$ cat src/rtl/uart_frame_tx.sv
// Frame-level UART transmit sequencer: sends HEADER, four payload bytes MSB first,
// then an additive checksum, pacing strobes to uart_bus with an internal byte-time counter.
module uart_frame_tx #(
  parameter int unsigned BPS_PARA = 1250,
  parameter logic [7:0]  HEADER   = 8'hA5
) (
  input  logic        clk,
  input  logic        rst_n,
  input  logic        frame_start,
  input  logic [31:0] frame_data,
  output logic        busy,
  output logic        frame_done,
  output logic        tx_data_valid,
  output logic [7:0]  tx_data_in
);

  localparam int unsigned BYTE_CYCLES = BPS_PARA * 11;
  localparam int unsigned GAP_W       = $clog2(BYTE_CYCLES);
  localparam logic [GAP_W-1:0] GAP_LAST = GAP_W'(BYTE_CYCLES - 1);

  typedef enum logic [1:0] {IDLE, SEND, WAIT, DONE} state_t;

  state_t           state;
  logic [31:0]      word;
  logic [2:0]       idx;
  logic [GAP_W-1:0] gap;
  logic [7:0]       checksum;
  logic [7:0]       cur_byte;

  always_comb begin
    checksum = word[31:24] + word[23:16] + word[15:8] + word[7:0];
  end

  always_comb begin
    cur_byte = checksum;
    case (idx)
      3'd0:    cur_byte = HEADER;
      3'd1:    cur_byte = word[31:24];
      3'd2:    cur_byte = word[23:16];
      3'd3:    cur_byte = word[15:8];
      3'd4:    cur_byte = word[7:0];
      default: cur_byte = checksum;
    endcase
  end

  // Outputs are registered from the current state, so they lag the state by one cycle;
  // busy therefore covers SEND through DONE exactly one cycle later than the state.
  always_ff @(posedge clk or negedge rst_n) begin
    if (!rst_n) begin
      state         <= IDLE;
      word          <= '0;
      idx           <= '0;
      gap           <= '0;
      busy          <= 1'b0;
      frame_done    <= 1'b0;
      tx_data_valid <= 1'b0;
      tx_data_in    <= '0;
    end else begin
      tx_data_valid <= 1'b0;
      frame_done    <= 1'b0;
      busy          <= (state != IDLE);
      case (state)
        IDLE: begin
          if (frame_start) begin
            word  <= frame_data;
            idx   <= '0;
            state <= SEND;
          end
        end
        SEND: begin
          tx_data_valid <= 1'b1;
          tx_data_in    <= cur_byte;
          gap           <= '0;
          state         <= WAIT;
        end
        WAIT: begin
          if (gap == GAP_LAST) begin
            if (idx < 3'd5) begin
              idx   <= idx + 3'd1;
              state <= SEND;
            end else begin
              state <= DONE;
            end
          end else begin
            gap <= gap + 1'b1;
          end
        end
        DONE: begin
          frame_done <= 1'b1;
          state      <= IDLE;
        end
        default: state <= IDLE;
      endcase
    end
  end

endmodule

$ cat config.mk
export PLATFORM = sky130hd
export DESIGN_NAME = uart_frame_tx
export DESIGN_NICKNAME = d
export VERILOG_FILES = /design/src/rtl/uart_frame_tx.sv
export SDC_FILE = /design/constraint.sdc
export NUM_CORES = 1
export LEC_CHECK = 0
export CORE_MARGIN = 2
export CORE_UTILIZATION = 54
export CTS_BUF_LIST = sky130_fd_sc_hd__clkbuf_2
export DETAILED_ROUTE_END_ITERATION = 16
export PLACE_DENSITY = 0.89
export SLEW_MARGIN = 20
export SYNTH_ARGS = -nofsm -noshare
export SYNTH_HDL_FRONTEND = slang
export SYNTH_SLANG_ARGS = --single-unit
export TNS_END_PERCENT = 100
$ cat constraint.sdc
create_clock -name clk -period 4.3 [get_ports clk]
set_input_delay 1.075 -clock clk [delete_from_list [all_inputs] [get_ports clk]]
set_output_delay 1.075 -clock clk [all_outputs]
set_load 0.01 [all_outputs]
Yosys cells after proc, flatten, opt, wreduce, memory -nomap -nowiden

Index checks and enable logic that the tools add are counted.

Bits in writable memories: 0
Input bits: 35
Logic and storage cells: 48
Memories: 0
Bits in latches: 0
Bits in registers: 62
ROM bits: 0

Add/subtract/negate cells: 5
Shift operators: 0
Mux-type cells: 13
Reduce and logical (&&, ||, !) cells: 9
$mul: 0
Bitwise logic cells: 0
Equal/unequal tests: 12
Divide/modulo/power cells: 0
$lt $le $gt $ge: 1

Operator list:

| cell                                               | number |
|---|---|
| one-hot mux 8 bit (5 select lines)                 | 1 |
| one-hot mux 14 bit (2 select lines)                | 1 |
| adder 8 bit                                        | 3 |
| adder 14 x 1 -> 14 bit (second input constant)     | 1 |
| == test 14 bit (second input constant)             | 1 |
| 2-to-1 mux 14 bit                                  | 1 |
| 2-to-1 mux 3 bit                                   | 3 |
| != test 2 bit (second input constant)              | 4 |
| one-hot mux 2 bit (4 select lines)                 | 1 |
| == test 3 x 2 -> 1 bit (second input constant)     | 2 |
| 2-to-1 mux 2 bit                                   | 3 |
| one-hot mux 3 bit (2 select lines)                 | 1 |
| AND reduction 2 bit                                | 3 |
| nonzero test 2 bit                                 | 3 |
| == test 2 bit (second input constant)              | 2 |
| AND reduction 4 bit                                | 1 |
| adder 3 x 1 -> 3 bit (second input constant)       | 1 |
| == test 3 x 1 -> 1 bit (second input constant)     | 1 |
| == test 3 bit (second input constant)              | 1 |
| logical NOT 3 bit                                  | 1 |
| less-than comparator 3 bit (second input constant) | 1 |
| == test 2 x 1 -> 1 bit (second input constant)     | 1 |
| logical NOT 2 bit                                  | 1 |
| 2-to-1 mux 1 bit                                   | 2 |

Logic depth before layout (Yosys ltp)

Depth after elaboration: 4
Gate-level depth with buffers: 12
Depth with buffers taken out: 12

Least setup slack after synthesis

Ideal clock, no wire load.

Path kind: reg-to-reg
From: register word[1]
To: register tx_data_in[7]
Setup slack: 1309 ps
Cell stages (with the launch flop): 13
Data arrival time: 2872 ps
Buffers on the path: 0
Path through: dfrtp_1 > inv_1 > fa_1 > inv_1 > fa_1 > ha_1 > inv_1 > fa_1 > nand2b_1 > a21oi_1 > o22ai_1 > or3_1 > and3_1

Word-level cells in the longest chain between the ends: 2

RTL lines:

| element                            | RTL line | text |
|---|---|---|
| from (decl)                        | 24       | `logic [31:0] word;` |
| from (signal assigned)             | 65       | `word <= frame_data;` |
| adder 8 bit                        | 31       | `checksum = word[31:24] + word[23:16] + word[15:8] + word[7:0];` |
| one-hot mux 8 bit (5 select lines) | 36       | `case (idx)` |
| to (signal assigned)               | 72       | `tx_data_in <= cur_byte;` |
| to (decl)                          | 14       | `output logic [7:0] tx_data_in` |

No other way between the ends.
A chain may end at the register's enable or synchronous reset.

Worst setup path after layout

Ends and elaborated chain as after synthesis.

==> run summary <==
status = finished clean
Syn-to-layout area delta = 17.7%
Syn Nets = 412
Nets = 458
Highest Clock Rate = 310 MHz
Power Total = 3.64 mW
Post-synth ARST share = 100%
Avg Cell Area, Syn = 10.0 µm²
Hold Violations, Final = 0
max layer used = met4
worst endpoint required time = 4.74 ns
Final Wtd Congestion = 0.859
met2 wire len = 3.54 mm
peak supply drop = 0.000506 V
Routed Antenna Nets = 0
Final Core Density = 65.2%
top-area cell type share of the netlist area = 44.3%
Hold Buf Count CTS = 0
Congestion Overflow GR = 0
initial antenna violation count = 0
Die X = 84.5 µm
num ports = 46
# clock sinks = 62
antenna fix cells = 0
cts bufs inserted = 9
worst-path fanout max = 3
first-pass GRT wire length = 12.2 mm
final hold slack = 0.485 ns
Placed Instances = 461
Worst Path Arrival = 3.67 ns
die area = 7140 µm²
Synth Instances = 349
CTS resizes = 0
Rows = 29
via count = 2657
Tcrit/Tclk final = 75.0%
Fin Clk Skew = 0.0300 ns
Die Y = 84.5 µm
max_slew headroom = 42.4%
port bufs = 45
GRT Util Overall = 21.5%
First-pass DRT Iterations = 5
clock buffer depth = 2
largest area contributor in the netlist = dfrtp_1
drt via density = 5.57
max cap viols = 0
top cells by area, synth = dfrtp_1, fa_1, o21ai_0
Root Driver = clkbuf_2
Syn. warnings = 0
FF+latch count, synth = 62
setup TNS = 0 ns
average wire per standard cell = 14.9 µm
Initial Utilization = 55.4%
Crit Path Class = reg2reg
startpoint types = flip-flop
RSZ-0062 raised after global routing = false
H-tree Lvls = 3
clock-pin slew on the worst setup and hold paths = 0.19 ns
Hold WC Path Type = reg2reg
count leader, synth = dfrtp_1
Post-CTS Setup Repair Bufs = 0
Pins Over Slew Limit = 0
PwrDens = 883 nW/µm²
Post-Layout Cell Count = 477
met3 routed WL = 318 µm
DRC violation count after routing = 0
M1 WL = 3.09 mm
layout cell share with drive strength beyond 1 = 10.0%
Commonest cells post-synth = dfrtp_1, nand2_1, o21ai_0
vias in the first global route = 2616
CTS tree = yes
LEAKAGE = 1.84 nW
largest net degree at the start of global routing = 56
Clk Latency, worst-skew pair = 0.53 ns
Top FF cell, synth = dfrtp_1
1st-iter DRT viols = 162
post-route minimum period = 3.23 ns
CORE AREA = 6310 µm²
Routed Wire Length = 7.11 mm
Worst-Margin Slew = 0.863 ns
Setup crit end kind = flip-flop
post-synth cell types = 45
Post-synth EDFFs = 0
Synth Cell Area = 3500 µm²
Post-DP HPWL = 5.22 mm
post-synthesis sequential area ratio = 44.3%
endpoints failing setup = 0
## final timing paths
path / start / to / slack, ns / depth (start not counted)
max: word[1]$_DFFE_PN0P_ / tx_data_in[7]$_DFFE_PN0P_ / 1.07 / 12
max in group asynchronous: rst_n / frame_done$_DFF_PN0_ / 2.86 / 2
min reg2reg: gap[10]$_DFFE_PN0P_ / gap[10]$_DFFE_PN0P_ / 0.48 / 1
max reg2reg: word[1]$_DFFE_PN0P_ / tx_data_in[7]$_DFFE_PN0P_ / 1.07 / 12
min: gap[10]$_DFFE_PN0P_ / gap[10]$_DFFE_PN0P_ / 0.48 / 1
min in group asynchronous: rst_n / word[17]$_DFFE_PN0P_ / 0.58 / 1
## through the flow
step           setup WS (ns)  cell area (µm²)
4_1_cts                 1.10             4120
2_1_floorplan           1.31             3500
3_3_place_gp            1.22             4010
5_1_grt                0.858             4120
6_report                1.07             4120
3_5_place_dp            1.12             4010
## cells in the final DEF, fill, tap and decap left out, types with 2 or more instances in the layout
master / count
fa_1: 14
o31ai_1: 3
ha_1: 14
mux2_4: 2
clkbuf_2: 9
o21ai_0: 46
or3_1: 2
a21oi_1: 8
mux2_1: 2
o22ai_1: 3
xnor2_1: 7
a22oi_1: 5
nand3_1: 6
nor2_1: 9
mux2i_1: 7
a32oi_1: 4
a222oi_1: 2
clkdlybuf4s50_1: 44
a21o_1: 2
nand4_1: 4
mux2_2: 10
buf_4: 2
nand2_1: 48
or2_2: 2
dfrtp_1: 62
and3_1: 2
clkinv_2: 3
nor2_4: 2
nor2b_1: 4
inv_1: 43
nand2b_1: 4
o211ai_1: 6
## flip-flops by register name, indices dropped and copies added, names as in the netlist
register	flops
tx_data_in	8
word	32
idx	3
gap	14
tx_data_valid	1
frame_done	1
state	2
busy	1
## worst max-delay path, cell delays in order (launching register included)
cell and delay [ns]:
dfrtp_1 0.39, inv_1 0.07, fa_1 0.54, inv_1 0.05, fa_1 0.51, ha_1 0.17, inv_1 0.06, fa_1 0.39
nand2b_1 0.19, a21oi_1 0.18, o22ai_1 0.13, or3_1 0.32, and3_1 0.15
## layer usage
metal / vias up / global-route usage (%)
met2: 65 / 35.2
met5: - / 0
li1: 1283 / -
met3: 13 / 3.24
met4: 0 / 9.38
met1: 1296 / 28.7
## cell families (layout without fill, tap and decap cells)
family                   Yosys count  count (layout)  share of synthesized area (%)
multiplexers                      21              21                           6.72
AO/OA/AOI/OAI                     86              86                           15.5
buffers and inverters             55             106                           6.22
adder cells (fa/ha/maj)           28              28                           13.0
flip-flops                        62              62                           44.3
AND/OR/NAND/NOR                   90              90                           12.5
XOR/XNOR                           7               7                           1.75
## power by group
group	leakage [nW]	switching (mW)	internal [mW]
Combinational	0.992	1.23	1.06
Clock	0.0691	0.229	0.130
Sequential	0.780	0.175	0.807
## cell type report
type,count,area [µm²]
clock buffer,9,45.0
clock inverter,7,65.1
fill,517,2200
inverter,43,161
multi-input combinational,232,1740
sequential,62,1550
tap,77,96.3
timing repair buffer,47,460
Note: power is estimated with default switching activity, not from simulation.
